==> config.mk <==
export PLATFORM = sky130hd
export DESIGN_NAME = game_ctrl
export DESIGN_NICKNAME = d
export VERILOG_FILES = /design/src/rtl/game_ctrl.sv
export SDC_FILE = /design/constraint.sdc
export NUM_CORES = 1
export LEC_CHECK = 0
export BUFFER_PORTS_ARGS = -buffer_cell sky130_fd_sc_hd__buf_2
export CAP_MARGIN = 15
export CORE_MARGIN = 2
export CORE_UTILIZATION = 55
export DETAILED_ROUTE_END_ITERATION = 10
export PLACE_DENSITY = 0.83
export SLEW_MARGIN = 30
export SYNTH_ARGS = -nofsm -noshare
export SYNTH_HDL_FRONTEND = slang
export SYNTH_SLANG_ARGS = --single-unit
==> constraint.sdc <==
create_clock -name vga_clk -period 3.6 [get_ports vga_clk]
set_input_delay 0.72 -clock vga_clk [delete_from_list [all_inputs] [get_ports vga_clk]]
set_output_delay 0.72 -clock vga_clk [all_outputs]
set_load 0.005 [all_outputs]
==> src/rtl/game_ctrl.sv <==
// game_ctrl: START/PLAY/WIN/END flow plus once-per-frame ball kinematics for the brick renderer.
// Ball coordinates are the ball centre; geometry compares run 11 bits wide so nothing wraps near 0.
module game_ctrl #(
  parameter int SCREEN_W = 640,
  parameter int SCREEN_H = 480,
  parameter int BALL_R   = 8,
  parameter int SPEED_X  = 2,
  parameter int SPEED_Y  = 2,
  parameter int PADDLE_Y = 440,
  parameter int PADDLE_W = 80,
  parameter int START_X  = 320,
  parameter int START_Y  = 400
) (
  input  logic        vga_clk,
  input  logic        sys_rst_n,
  input  logic        frame_tick,
  input  logic        key_start,
  input  logic [9:0]  paddle_x,
  input  logic [49:0] brick_collision,
  input  logic        win_sig,
  output logic [9:0]  ball_x,
  output logic [9:0]  ball_y,
  output logic [1:0]  game_state,
  output logic        game_reset
);

  typedef enum logic [1:0] {
    ST_START = 2'b00,
    ST_PLAY  = 2'b01,
    ST_WIN   = 2'b10,
    ST_END   = 2'b11
  } state_t;

  localparam logic [10:0] BR     = 11'(BALL_R);
  localparam logic [10:0] SX     = 11'(SPEED_X);
  localparam logic [10:0] SY     = 11'(SPEED_Y);
  localparam logic [10:0] XMAX   = 11'(SCREEN_W - 1 - BALL_R);
  localparam logic [10:0] YLIM   = 11'(SCREEN_H);
  localparam logic [10:0] PY     = 11'(PADDLE_Y);
  localparam logic [10:0] PHW    = 11'(PADDLE_W / 2);
  localparam logic [9:0]  X0     = 10'(START_X);
  localparam logic [9:0]  Y0     = 10'(START_Y);
  localparam logic [9:0]  BR10   = 10'(BALL_R);
  localparam logic [9:0]  XMAX10 = 10'(SCREEN_W - 1 - BALL_R);
  localparam logic [9:0]  YPAD10 = 10'(PADDLE_Y - BALL_R);

  state_t      state, state_nxt;
  logic        key_start_d;
  logic        key_rise;
  logic        any_hit;
  logic        dir_x, dir_y;
  logic        dir_y_eff;
  logic        hit_latch;
  logic [10:0] bx, by, px;
  logic [9:0]  step_x, step_y;
  logic        step_dx, step_dy;
  logic        miss;
  logic [9:0]  ball_x_nxt, ball_y_nxt;
  logic        dir_x_nxt, dir_y_nxt;
  logic        hit_nxt;
  logic        game_reset_nxt;

  // dir_x: 1 = right, 0 = left; dir_y: 1 = down, 0 = up
  assign bx         = {1'b0, ball_x};
  assign by         = {1'b0, ball_y};
  assign px         = {1'b0, paddle_x};
  assign key_rise   = key_start & ~key_start_d;
  assign any_hit    = |brick_collision;
  assign dir_y_eff  = dir_y ^ hit_latch;
  assign game_state = state;

  always_comb begin
    step_x  = ball_x;
    step_dx = dir_x;
    if (!dir_x) begin
      if (bx < BR + SX) begin
        step_x  = BR10;
        step_dx = 1'b1;
      end else begin
        step_x = 10'(bx - SX);
      end
    end else begin
      if (bx + SX > XMAX) begin
        step_x  = XMAX10;
        step_dx = 1'b0;
      end else begin
        step_x = 10'(bx + SX);
      end
    end
  end

  // A pending brick hit flips vertical direction before the wall/paddle rules apply
  always_comb begin
    step_y  = ball_y;
    step_dy = dir_y_eff;
    miss    = 1'b0;
    if (!dir_y_eff) begin
      if (by < BR + SY) begin
        step_y  = BR10;
        step_dy = 1'b1;
      end else begin
        step_y = 10'(by - SY);
      end
    end else if ((by + BR <= PY) && (by + BR + SY >= PY) &&
                 (bx + PHW >= px) && (bx <= px + PHW)) begin
      step_y  = YPAD10;
      step_dy = 1'b0;
    end else if (by + BR + SY >= YLIM) begin
      miss = 1'b1;
    end else begin
      step_y = 10'(by + SY);
    end
  end

  always_ff @(posedge vga_clk or negedge sys_rst_n) begin
    if (!sys_rst_n) state <= ST_START;
    else            state <= state_nxt;
  end

  always_comb begin
    state_nxt = state;
    case (state)
      ST_START: if (key_rise) state_nxt = ST_PLAY;
      ST_PLAY: begin
        if (win_sig)                 state_nxt = ST_WIN;
        else if (frame_tick && miss) state_nxt = ST_END;
      end
      ST_WIN, ST_END: if (key_rise) state_nxt = ST_START;
      default: state_nxt = ST_START;
    endcase
  end

  // The latch is refilled from the tick cycle's own collision flags so no pulse is dropped
  always_comb begin
    ball_x_nxt     = ball_x;
    ball_y_nxt     = ball_y;
    dir_x_nxt      = dir_x;
    dir_y_nxt      = dir_y;
    hit_nxt        = hit_latch;
    game_reset_nxt = 1'b0;
    case (state)
      ST_START: begin
        ball_x_nxt     = X0;
        ball_y_nxt     = Y0;
        dir_x_nxt      = 1'b1;
        dir_y_nxt      = 1'b0;
        hit_nxt        = 1'b0;
        game_reset_nxt = key_rise;
      end
      ST_PLAY: begin
        if (frame_tick) begin
          ball_x_nxt = step_x;
          ball_y_nxt = step_y;
          dir_x_nxt  = step_dx;
          dir_y_nxt  = step_dy;
          hit_nxt    = any_hit;
        end else begin
          hit_nxt = hit_latch | any_hit;
        end
      end
      default: begin
        if (key_rise) begin
          ball_x_nxt = X0;
          ball_y_nxt = Y0;
          dir_x_nxt  = 1'b1;
          dir_y_nxt  = 1'b0;
        end
      end
    endcase
  end

  always_ff @(posedge vga_clk or negedge sys_rst_n) begin
    if (!sys_rst_n) begin
      key_start_d <= 1'b0;
      ball_x      <= X0;
      ball_y      <= Y0;
      dir_x       <= 1'b1;
      dir_y       <= 1'b0;
      hit_latch   <= 1'b0;
      game_reset  <= 1'b0;
    end else begin
      key_start_d <= key_start;
      ball_x      <= ball_x_nxt;
      ball_y      <= ball_y_nxt;
      dir_x       <= dir_x_nxt;
      dir_y       <= dir_y_nxt;
      hit_latch   <= hit_nxt;
      game_reset  <= game_reset_nxt;
    end
  end

endmodule

-- Word level (Yosys, flattened, before mapping)
Index checks and enable logic that the tools add are counted.
- register bits: 27
- input bits: 65
- $add $sub $neg: 8
- order comparisons: 8
- equality and inequality tests: 8
- mux-type cells: 36
- bitwise gates (word level): 4
- reductions and logical operators: 12
- operators by type and width (kind ; number):
    2-to-1 mux 10 bit ; 11
    OR reduction 50 bit ; 1
    case mux 10 bit (2 select lines) ; 2
    adder 10 x 6 -> 11 bit, second input constant ; 2
    greater-or-equal comparator 11 x 9 -> 1 bit, second input constant ; 2
    < comparator 10 x 4 -> 1 bit, second input constant ; 2
    subtractor 10 x 2 -> 10 bit, second input constant ; 2
    2-to-1 mux 1 bit ; 15
    adder 10 x 2 -> 11 bit, second input constant ; 1
    adder 10 x 4 -> 11 bit, second input constant ; 1
    adder 11 x 2 -> 11 bit, second input constant ; 1
    greater-or-equal comparator 11 x 10 -> 1 bit ; 1
    greater-than comparator 11 x 10 -> 1 bit, second input constant ; 1
    <= comparator 10 x 11 -> 1 bit ; 1
    <= comparator 11 x 9 -> 1 bit, second input constant ; 1
    adder 10 x 2 -> 10 bit, second input constant ; 1
    2-to-1 mux 2 bit ; 4
    inequality test 2 bit, second input constant ; 3
    case mux 1 bit (2 select lines) ; 3
    case mux 2 bit (3 select lines) ; 1
    AND reduction 3 bit ; 2
    == test 2 bit, second input constant ; 2
    logical AND 1 bit ; 4
    inequality test 4 bit, second input constant ; 1
    11 further kinds ; 11

-- Depth between registers and ports, before layout
Gate-level depths: netlist of run 1.
- depth in word-level cells: 12
- gate-level depth with buffers: 12
- mapped depth without buffers: 12

-- Worst setup path before layout of run 1
Ideal clock, no wire load.
- path type: input to register
- start point: input paddle_x[3]
- end point: register ball_y[5]
- arrival time: 3204 ps
- data required time: 3479 ps
- setup slack: 275 ps
- stages: 11
- path through: ha_1 > o21ai_0 > or3_1 > xnor2_1 > ha_1 > a2111oi_0 > nand2_1 > a211oi_2 > a2111oi_4 > or2_1 > o22a_1
- word-level cells in the longest chain between the ends: 7
- elaborated cells on any way between the ends: 11
- RTL lines (item ; RTL line ; RTL):
    from (decl) ; 18 ; input logic [9:0] paddle_x,
    adder 10 x 6 -> 11 bit or greater-or-equal comparator 11 x 10 -> 1 bit (tied branches) ; 105 ; (bx + PHW >= px) && (bx <= px + PHW)) begin
    <= comparator 10 x 11 -> 1 bit or logical AND 1 bit (tied branches) ; 105, 104 ;
    logical AND 1 bit * ; 105 ;
    2-to-1 mux 10 bit ; 104 ; end else if ((by + BR <= PY) && (by + BR + SY >= PY) &&
    2-to-1 mux 10 bit ; 97 ; if (!dir_y_eff) begin
    2-to-1 mux 10 bit ; 151 ; if (frame_tick) begin
    case mux 10 bit (2 select lines) ; 141 ; case (state)
    to (signal assigned) ; 184 ; ball_y <= ball_y_nxt;
    to (decl) ; 22 ; output logic [9:0] ball_y,
Mark *: on every way between the ends. The rest lies on a longest branch, timed or not. The select of a mux whose other input is x is not followed.
A chain may end at the register's enable or synchronous reset.

-- Worst setup path after layout of run 1
- start point: register ball_x[6]
- end point: register ball_y[6]
- word-level cells in the longest chain between the ends: 8
- elaborated cells on any way between the ends: 11
- RTL lines (item ; RTL line ; RTL):
    from (decl) ; 21 ; output logic [9:0] ball_x,
    from (signal assigned) ; 183 ; ball_x <= ball_x_nxt;
    adder 10 x 6 -> 11 bit ; 105 ;
    greater-or-equal comparator 11 x 10 -> 1 bit ; 105 ;
    logical AND 1 bit ; 104 ;
    logical AND 1 bit * ; 105 ;
    2-to-1 mux 10 bit ; 104 ;
    2-to-1 mux 10 bit ; 97 ;
    2-to-1 mux 10 bit ; 151 ;
    case mux 10 bit (2 select lines) ; 141 ;
Marks and branches as above.

==> flow_summary.toml, run 1 <==
[run_status]
outcome = "finished clean"

[global_route]
overflow = 0
grt_pass1_wl_um = 15600
grt_usage_pct = 29.3
antenna_found_initial = 0
first_global_vias = 3383
grt_max_degree = 27

[floorplanning]
die_w_um = 82.0
dieArea_um2 = 6730
dieHeight_um = 82.0
io_pins = 88
initial_core_util_pct = 56.9
rows = 28
core-area_um2 = 5890

[critical_path]
rrSetupSlack_ns = 0.31
crit_path_top_delay_cell = "dfstp_2"
max_stage_delay_ns = 0.72
path_class = "reg2reg"
required_ns = 3.75
reg2reg_to = "ball_y[6]"
crit_path_start = "ball_x[6]"
cp-start-kind = "flop"
end_kind = "flop"
r2r-start = "ball_x[6]"
r2r_cells = 12
crit_fanout = 14
arrival_ns = 3.44
cp_cell_sequence = "nand2_1, nor2_1, xor2_1, ha_1, a21o_1, a221o_1, a211oi_1, a211oi_2, buf_4, and2_1, o31ai_1, o32ai_1"
worstSetupEndpoint = "ball_y[6]"

[route]
via_per_inst = 6.36
first_iter_violations = 299
drc_errors = 0
dr.pass1.iters = 5
vias = 3716
routed_wl_um = 9550
wl_per_cell_um = 16.4
postRouteAntennaNets = 0

[clocking]
cts.repair.resized = 0
postCtsSetupRepairBufs = 0
htreeDepth = 1
postCtsHoldBufs = 0
clkSinkCount = 26
cts.path.max_buffers = 2
clock_latency_ns = 0.28
cts-root-buf = "clkbuf_8"
cts_tree = "built"
clk_pin_slew_ns = 0.10
cts_buffers = 3

[sta]
fin_setup_tns_ns = 0
fin_worst_skew_ns = 0.00699
tightest_slew_ns = 0.613
rsz0062_at_grt = "false"
period_share_pct = 91.5
hold_violations = 0
max-slew-margin-rel_pct = 59.1
setup_viol = 0
post-route-min-period_ns = 3.29
slew_viol_final = 0
fmax_ghz = 0.304

[yosys]
syn-num-nets = 528
synth.top_cell.area_share_pct = 15.0
synthDistinctLibCells = 74
yosys-top-cells-area = "dfrtp_1, ha_1, nand2_1, dfstp_2, xnor2_1"
yosysWarnings = 0
yosysTopAreaCell = "dfrtp_1"
seq_area_frac_synth_pct = 19.7
synthArstFlopShare_pct = 100
ys.flop_type = "dfrtp_1"
avgSynthCellArea_um2 = 7.73
syn_inst = 433
synth-edff-count = 0
syn-cell-area_um2 = 3350
synth_seq_cells = 26

[cells_and_area]
final_util_pct = 65.7
drive_gt1_share_pct = 25.0
syn2layout_area_growth_pct = 15.5
fin_area_um2 = 3860
fin_cells = 584
multi_input_area_um2 = 2440
final_common_cell = "buf_2"
diodes = 0
seqCellArea_um2 = 658
final_cell_mix = "buf_2, nand2_1, ha_1, a21oi_1, nor2_1"
nFillCells = 504
fin_nets = 605

[pwr]
p_int_uw = 1010
vdd_drop_max_mv = 0.327
p_sw_share_pct = 50.2
powerDensity_nw_per_um2 = 525
power_frac_comb_pct = 60.5
power_frac_clock_pct = 12.5
finalPower_uw = 2030
p_leak_uw = 0.00176
seqPwrFrac_pct = 27.0
p_sw_uw = 1020

[place]
dpl.cell_count = 580
place_congestion = 1.00
dpl_cell_area_um2 = 3790
hpwl_um = 7210
io_buffers = 86

[min_path]
hp-class = "in2async"

[run]
maxCapViolCount = 0
==> metal layers <==
| metal | GRT usage (%) | vias to the layer above | routed length (um) |
|---|---|---|---|
| met5 | 0 | - | 0 |
| met4 | 9.00 | 0 | 224 |
| met3 | 2.42 | 22 | 693 |
| met2 | 49.7 | 193 | 4500 |
| met1 | 39.4 | 1740 | 4130 |
| li1 | - | 1761 | - |
==> logic make-up after synthesis <==
family,synth area share (%)
other,0.112
and+or+nand+nor,26.3
AOI/OAI and AO/OA,27.2
buffers and inverters,7.36
xor gates and xnor gates,6.77
muxes,1.38
adders and majority gates,11.2
DFF,19.7
==> cell type report <==
class / count / share of cell area (%)
clock inverters: 1 / 0.777
clock buffers: 3 / 1.07
multi-input cells: 358 / 63.2
inverters: 25 / 2.43
repair buffers: 96 / 13.1
flip-flops and latches: 26 / 17.0
well taps: 75 / 2.43
==> power groups by stage <==
stage	registers [uW]	logic [uW]	clock network, uW
4_1_cts	541	1210	256
3_5_place_dp	547	1200	0
3_3_place_gp	542	1170	0
6_report	548	1230	254
5_1_grt	568	1350	267
2_1_floorplan	447	954	0
==> metrics by stage <==
step	setup WS, ns	hold slack, ns
after floorplan	0.275	0.424
after global placement	0.151	0.509
after global routing	0.103	0.467
final	0.307	0.419
after detailed placement	0.0946	0.518
after CTS	0.351	0.450
==> synth_stat cells (6+ instances only) <==
cell / instances
a21o_1: 9
o22ai_1: 6
dfrtp_1: 20
nand2b_1: 7
clkbuf_1: 7
o21ai_0: 25
xnor2_1: 18
nand4_1: 8
buf_2: 8
xor2_1: 6
nand2_1: 43
nor3_1: 15
a21oi_1: 28
ha_1: 30
nor4_1: 18
dfstp_2: 6
nor2_1: 27
nand3_1: 17
inv_1: 25
==> worst min-delay path by stage <==
stage / startpoint / end / cells past startpoint
2_1_floorplan: sys_rst_n / ball_x[0] / 0
3_3_place_gp: game_state[0] / game_reset / 1
3_5_place_dp: game_state[0] / game_reset / 1
4_1_cts: sys_rst_n / ball_x[4] / 1
5_1_grt: sys_rst_n / ball_x[4] / 1
6_report: sys_rst_n / ball_x[1] / 1
==> worst max-delay path, delay by kind of cell (launching register included) <==
kind | cells | cell delay, ns
AND/OR/NAND/NOR | 3 | 0.40
AO/OA/AOI/OAI | 6 | 1.42
XOR/XNOR | 1 | 0.17
adder cells (fa/ha/maj) | 1 | 0.26
buffers and inverters | 1 | 0.18
flip-flops | 1 | 0.72
==> sequential cells by signal, indices dropped and copies added, names as in the netlist <==
register / cells
ball_x: 10
ball_y: 9
game_state: 2
dir_x: 1
dir_y: 1
game_reset: 1
hit_latch: 1
key_start_d: 1
Power figures use the tool's default switching activity.
==> run 2, diff against run 1 <==
PLACE_DENSITY = 0.9   (was 0.83)
==> run 2 against run 1 <==
  * Critical path depth grew 1
  * Largest power group unchanged
  * Register-to-register slack improved by 0.02 ns
  * Final cell count is 0.17% lower
==> flow_summary.toml, run 2 (synthesis results as in run 1) <==
[sta]
fin_setup_tns_ns = 0
post-route-min-period_ns = 3.27
setup_viol = 0
max-slew-margin-rel_pct = 59.7
period_share_pct = 91.0
fmax_ghz = 0.305
fin_worst_skew_ns = 0.00670
rsz0062_at_grt = "false"
tightest_slew_ns = 0.604
hold_violations = 0
slew_viol_final = 0

[route]
routed_wl_um = 9590
first_iter_violations = 284
via_per_inst = 6.39
vias = 3726
wl_per_cell_um = 16.4
drc_errors = 0
postRouteAntennaNets = 0
dr.pass1.iters = 5

[cells_and_area]
syn2layout_area_growth_pct = 15.3
largest_register_ffs = 10
final_cell_mix = "buf_2, nand2_1, ha_1, a21oi_1, nor2_1"
top_register = "ball_x"
drive_gt1_share_pct = 24.8
diodes = 0
fin_nets = 604
final_common_cell = "buf_2"
final_util_pct = 65.5
fin_cells = 583

[clocking]
cts-root-buf = "clkbuf_8"
cts.path.max_buffers = 2
clock_latency_ns = 0.28
cts_tree = "built"
clk_pin_slew_ns = 0.10
postCtsSetupRepairBufs = 0
clkSinkCount = 26
cts_buffers = 3
htreeDepth = 1
cts.repair.resized = 0
postCtsHoldBufs = 0

[pwr]
power_frac_comb_pct = 60.5
p_int_uw = 1010
vdd_drop_max_mv = 0.319
power_frac_clock_pct = 12.5
p_sw_uw = 1010
powerDensity_nw_per_um2 = 523
p_sw_share_pct = 50.0
seqPwrFrac_pct = 27.0
p_leak_uw = 0.00176

[floorplanning]
rows = 28
initial_core_util_pct = 56.9
io_pins = 88
die_w_um = 82.0
dieHeight_um = 82.0
dieArea_um2 = 6730
core-area_um2 = 5890

[place]
dpl.cell_count = 579
hpwl_um = 7330
io_buffers = 86
place_congestion = 0.936

[critical_path]
crit_fanout = 5
path_class = "in2reg"
required_ns = 3.78
cp-start-kind = "input port"
arrival_ns = 3.45
end_kind = "flop"

[global_route]
antenna_found_initial = 0
grt_usage_pct = 28.7
overflow = 0
grt_max_degree = 27
grt_pass1_wl_um = 15200
first_global_vias = 3387

[run]
maxCapViolCount = 0

[min_path]
hp-class = "in2async"

[run_status]
outcome = "finished clean"
==> run 2: worst paths after layout <==
check	start	depth (start not counted)	slack, ns	endpoint
worst min register to register	game_state[0]	1	0.56	game_reset
worst min-delay path	sys_rst_n	1	0.43	key_start_d
min in group vga_clk	key_start	1	0.55	key_start_d
max in group asynchronous	sys_rst_n	1	2.79	ball_x[9]
worst max register to register	ball_x[6]	11	0.33	ball_y[6]
worst max-delay path	paddle_x[3]	13	0.33	ball_y[5]
==> run 2: power by group through the flow <==
stage | clock [uW] | combinational (uW) | sequential [uW]
floorplan | 0 | 954 | 447
global placement | 0 | 1170 | 541
detailed placement | 0 | 1200 | 546
CTS | 251 | 1200 | 540
global route | 266 | 1350 | 565
finish | 252 | 1220 | 544
==> run 2: critical path: stages <==
cell,delay (ns)
buf_2,0.11
ha_1,0.19
o21ai_0,0.15
or3_1,0.35
xnor2_1,0.14
ha_1,0.31
a2111oi_0,0.37
nand2_1,0.12
a211oi_2,0.23
buf_4,0.18
a2111oi_4,0.09
or2_1,0.27
o22a_1,0.22
==> run 2: layer usage <==
layer  vias up  part of all wire, %  global-route usage (%)  wire [um]
li1       1768                    -                       -          -
met1      1761                   43                    36.8       4080
met2       179                   49                    50.4       4680
met3        18                  7.1                    3.30        677
met4         0                  1.5                    8.17        146
met5         -                    0                       0          0
==> run 2: area by class of cell <==
| type | instances | area, um2 |
|---|---|---|
| clock buffer | 3 | 41.3 |
| clock inverter | 1 | 30.0 |
| tap | 75 | 93.8 |
| multi-input combinational | 358 | 2440 |
| fill | 520 | 2030 |
| sequential | 26 | 658 |
| timing repair buffer | 95 | 498 |
| inverter | 25 | 93.8 |
==> run 2: per-stage QoR <==
stage	instance area, um2	worst slack [ns]	power (uW)	hold slack [ns]
floorplan	3350	0.275	1400	0.424
global placement	3790	0.129	1710	0.503
detailed placement	3790	0.0520	1740	0.542
CTS	3860	0.339	1990	0.452
global route	3860	0.0835	2180	0.468
finish	3860	0.326	2020	0.428
==> run 3, diff against run 2 <==
ABC_AREA = 1   (was unset)
CORE_UTILIZATION = 54   (was 55)
PLACE_DENSITY = 0.89   (was 0.9)
==> run 3 against run 2 <==
  * Synthesized cell count rose by 16%
  * Final cell count grew 13%
  * Register-to-register slack better by 0.23 ns
  * Routed wire length shrank 8.6%
==> flow_summary.toml, run 3 <==
[floorplanning]
dieHeight_um = 81.1
die_w_um = 81.1
dieArea_um2 = 6580
io_pins = 88
initial_core_util_pct = 55.2
rows = 28
core-area_um2 = 5820

[cells_and_area]
syn2layout_area_growth_pct = 16.2
fin_nets = 679
nFillCells = 531
fin_area_um2 = 3730
drive_gt1_share_pct = 19.9
final_util_pct = 64.1
diodes = 0
largest_register_ffs = 10
final_cell_mix = "nand2_1, buf_2, inv_1, nor2_1, o21ai_0"
final_common_cell = "nand2_1"
top_register = "ball_x"

[critical_path]
r2r-start = "ball_x[3]"
max_stage_delay_ns = 0.53
cp_cell_sequence = "ha_1, or2_2, nand2_1, nor2_1, xor2_1, ha_1, inv_1, o211ai_1, nor2_1, nand2_1, nor2_1, nor2_2, nand2_2, nand3_4, nand2_4, nand2_1, o21ai_1"
crit_path_top_delay_cell = "dfrtp_1"
rrSetupSlack_ns = 0.56
end_kind = "flop"
r2r_cells = 17
cp-start-kind = "flop"
required_ns = 3.80
arrival_ns = 3.25
crit_fanout = 15
crit_path_start = "ball_x[3]"
path_class = "reg2reg"
reg2reg_to = "ball_y[6]"

[sta]
fin_setup_tns_ns = 0
period_share_pct = 84.6
post-route-min-period_ns = 3.04
rsz0062_at_grt = "false"
max-slew-margin-rel_pct = 49.0
setup_viol = 0
hold_violations = 0
tightest_slew_ns = 0.763
fin_worst_skew_ns = 0.00299
slew_viol_final = 0
fmax_ghz = 0.329

[place]
hpwl_um = 7000
place_congestion = 0.923
dpl_cell_area_um2 = 3660
io_buffers = 86

[route]
postRouteAntennaNets = 0
routed_wl_um = 8760
drc_errors = 0
first_iter_violations = 255
dr.pass1.iters = 5
via_per_inst = 5.55
wl_per_cell_um = 13.3
vias = 3650

[global_route]
grt_pass1_wl_um = 14600
antenna_found_initial = 0
grt_max_degree = 27
overflow = 0
first_global_vias = 3414
grt_usage_pct = 27.3

[clocking]
postCtsHoldBufs = 0
cts.path.max_buffers = 2
clkSinkCount = 26
cts.repair.resized = 0
postCtsSetupRepairBufs = 0
clk_pin_slew_ns = 0.09
clock_latency_ns = 0.27
htreeDepth = 1
cts_tree = "built"
cts-root-buf = "clkbuf_8"
cts_buffers = 3

[yosys]
synthDistinctLibCells = 39
synth_common_cells = "nand2_1, inv_1, nor2_1"
synth.top_cell.area_share_pct = 15.8
yosysTopAreaCell = "nand2_1"
yosysWarnings = 0
syn_inst = 504
seq_area_frac_synth_pct = 20.5
synthArstFlopShare_pct = 100
yosysMostFrequentCell = "nand2_1"
syn-num-nets = 599
synth-edff-count = 0
synth_seq_cells = 26
ys.flop_type = "dfrtp_1"
syn-cell-area_um2 = 3210
yosys-top-cells-area = "nand2_1, dfrtp_1, ha_1, inv_1, nor2_1"
avgSynthCellArea_um2 = 6.37

[pwr]
powerDensity_nw_per_um2 = 450
vdd_drop_max_mv = 0.285
p_leak_uw = 0.00202

[run]
maxCapViolCount = 0

[run_status]
outcome = "finished clean"

[min_path]
hp-class = "in2async"
## run 3: cell types whose count changed in the layout (fill, tap and decap cells not counted), moves of 6 or more
cell,delta
xnor2_1,-14
xor2_1,+18
o22ai_1,-6
buf_4,-8
inv_1,+37
a21oi_1,-15
nand3_1,+15
nand2_2,+6
a21o_1,-6
nand2_1,+92
nand2b_1,-7
o21ai_0,+8
nor3_1,-10
nor2_1,+30
## run 3: kinds of logic after synthesis
group,count (synthesis),synth area share [%]
simple gates,277,38.4
buf+inv,75,10.0
compound gates,67,11.6
fa+ha+maj,30,11.7
xor+xnor,28,7.64
flops,26,20.5
other cells,1,0.117
## run 3: area by class of cell
type | count | area (um2) | share of cell area (%)
inverters | 63 | 236 | 6.34
clock buffers | 3 | 41.3 | 1.11
multi-input cells | 403 | 2230 | 59.8
clock inverters | 1 | 30.0 | 0.805
repair buffers | 87 | 438 | 11.7
flip-flops and latches | 26 | 658 | 17.7
well taps | 75 | 93.8 | 2.52
## run 3: routing by layer
metal / up-vias / global-route usage, % / wire [um]
li1: 1806 / - / -
met1: 1655 / 35.2 / 3720
met2: 172 / 49.2 / 4260
met3: 17 / 2.78 / 671
met4: 0 / 5.76 / 104
met5: - / 0 / 0
## run 3: how the worst max path moves through the flow
stage	endpoint	slack, ns	depth (start not counted)
after floorplan	ball_y[1]	0.77	18
final	ball_y[6]	0.56	17
after CTS	ball_y[6]	0.62	17
after global routing	ball_y[6]	0.35	17
after detailed placement	ball_y[6]	0.39	19
after global placement	ball_y[5]	0.52	18
## run 3: report_power, final
| group | internal, uW | switching, uW |
|---|---|---|
| Sequential | 366 | 127 |
| Combinational | 335 | 610 |
| Clock | 149 | 93.3 |
## run 3: critical path: cells and delay by family (launching register included)
family	cells	cell delay [ns]
and+or+nand+nor	11	1.43
adders and majority gates	2	0.62
DFF	1	0.53
AOI/OAI and AO/OA	2	0.19
xor gates and xnor gates	1	0.14
buffers and inverters	1	0.08
## run 3: stage by stage
stage / hold WS, ns / setup WS (ns) / power (uW) / cells
2_1_floorplan: 0.424 / 0.767 / 1160 / 504
3_3_place_gp: 0.480 / 0.523 / 1380 / 654
3_5_place_dp: 0.487 / 0.385 / 1420 / 654
4_1_cts: 0.444 / 0.622 / 1660 / 658
5_1_grt: 0.472 / 0.348 / 1840 / 658
6_report: 0.431 / 0.556 / 1680 / 658
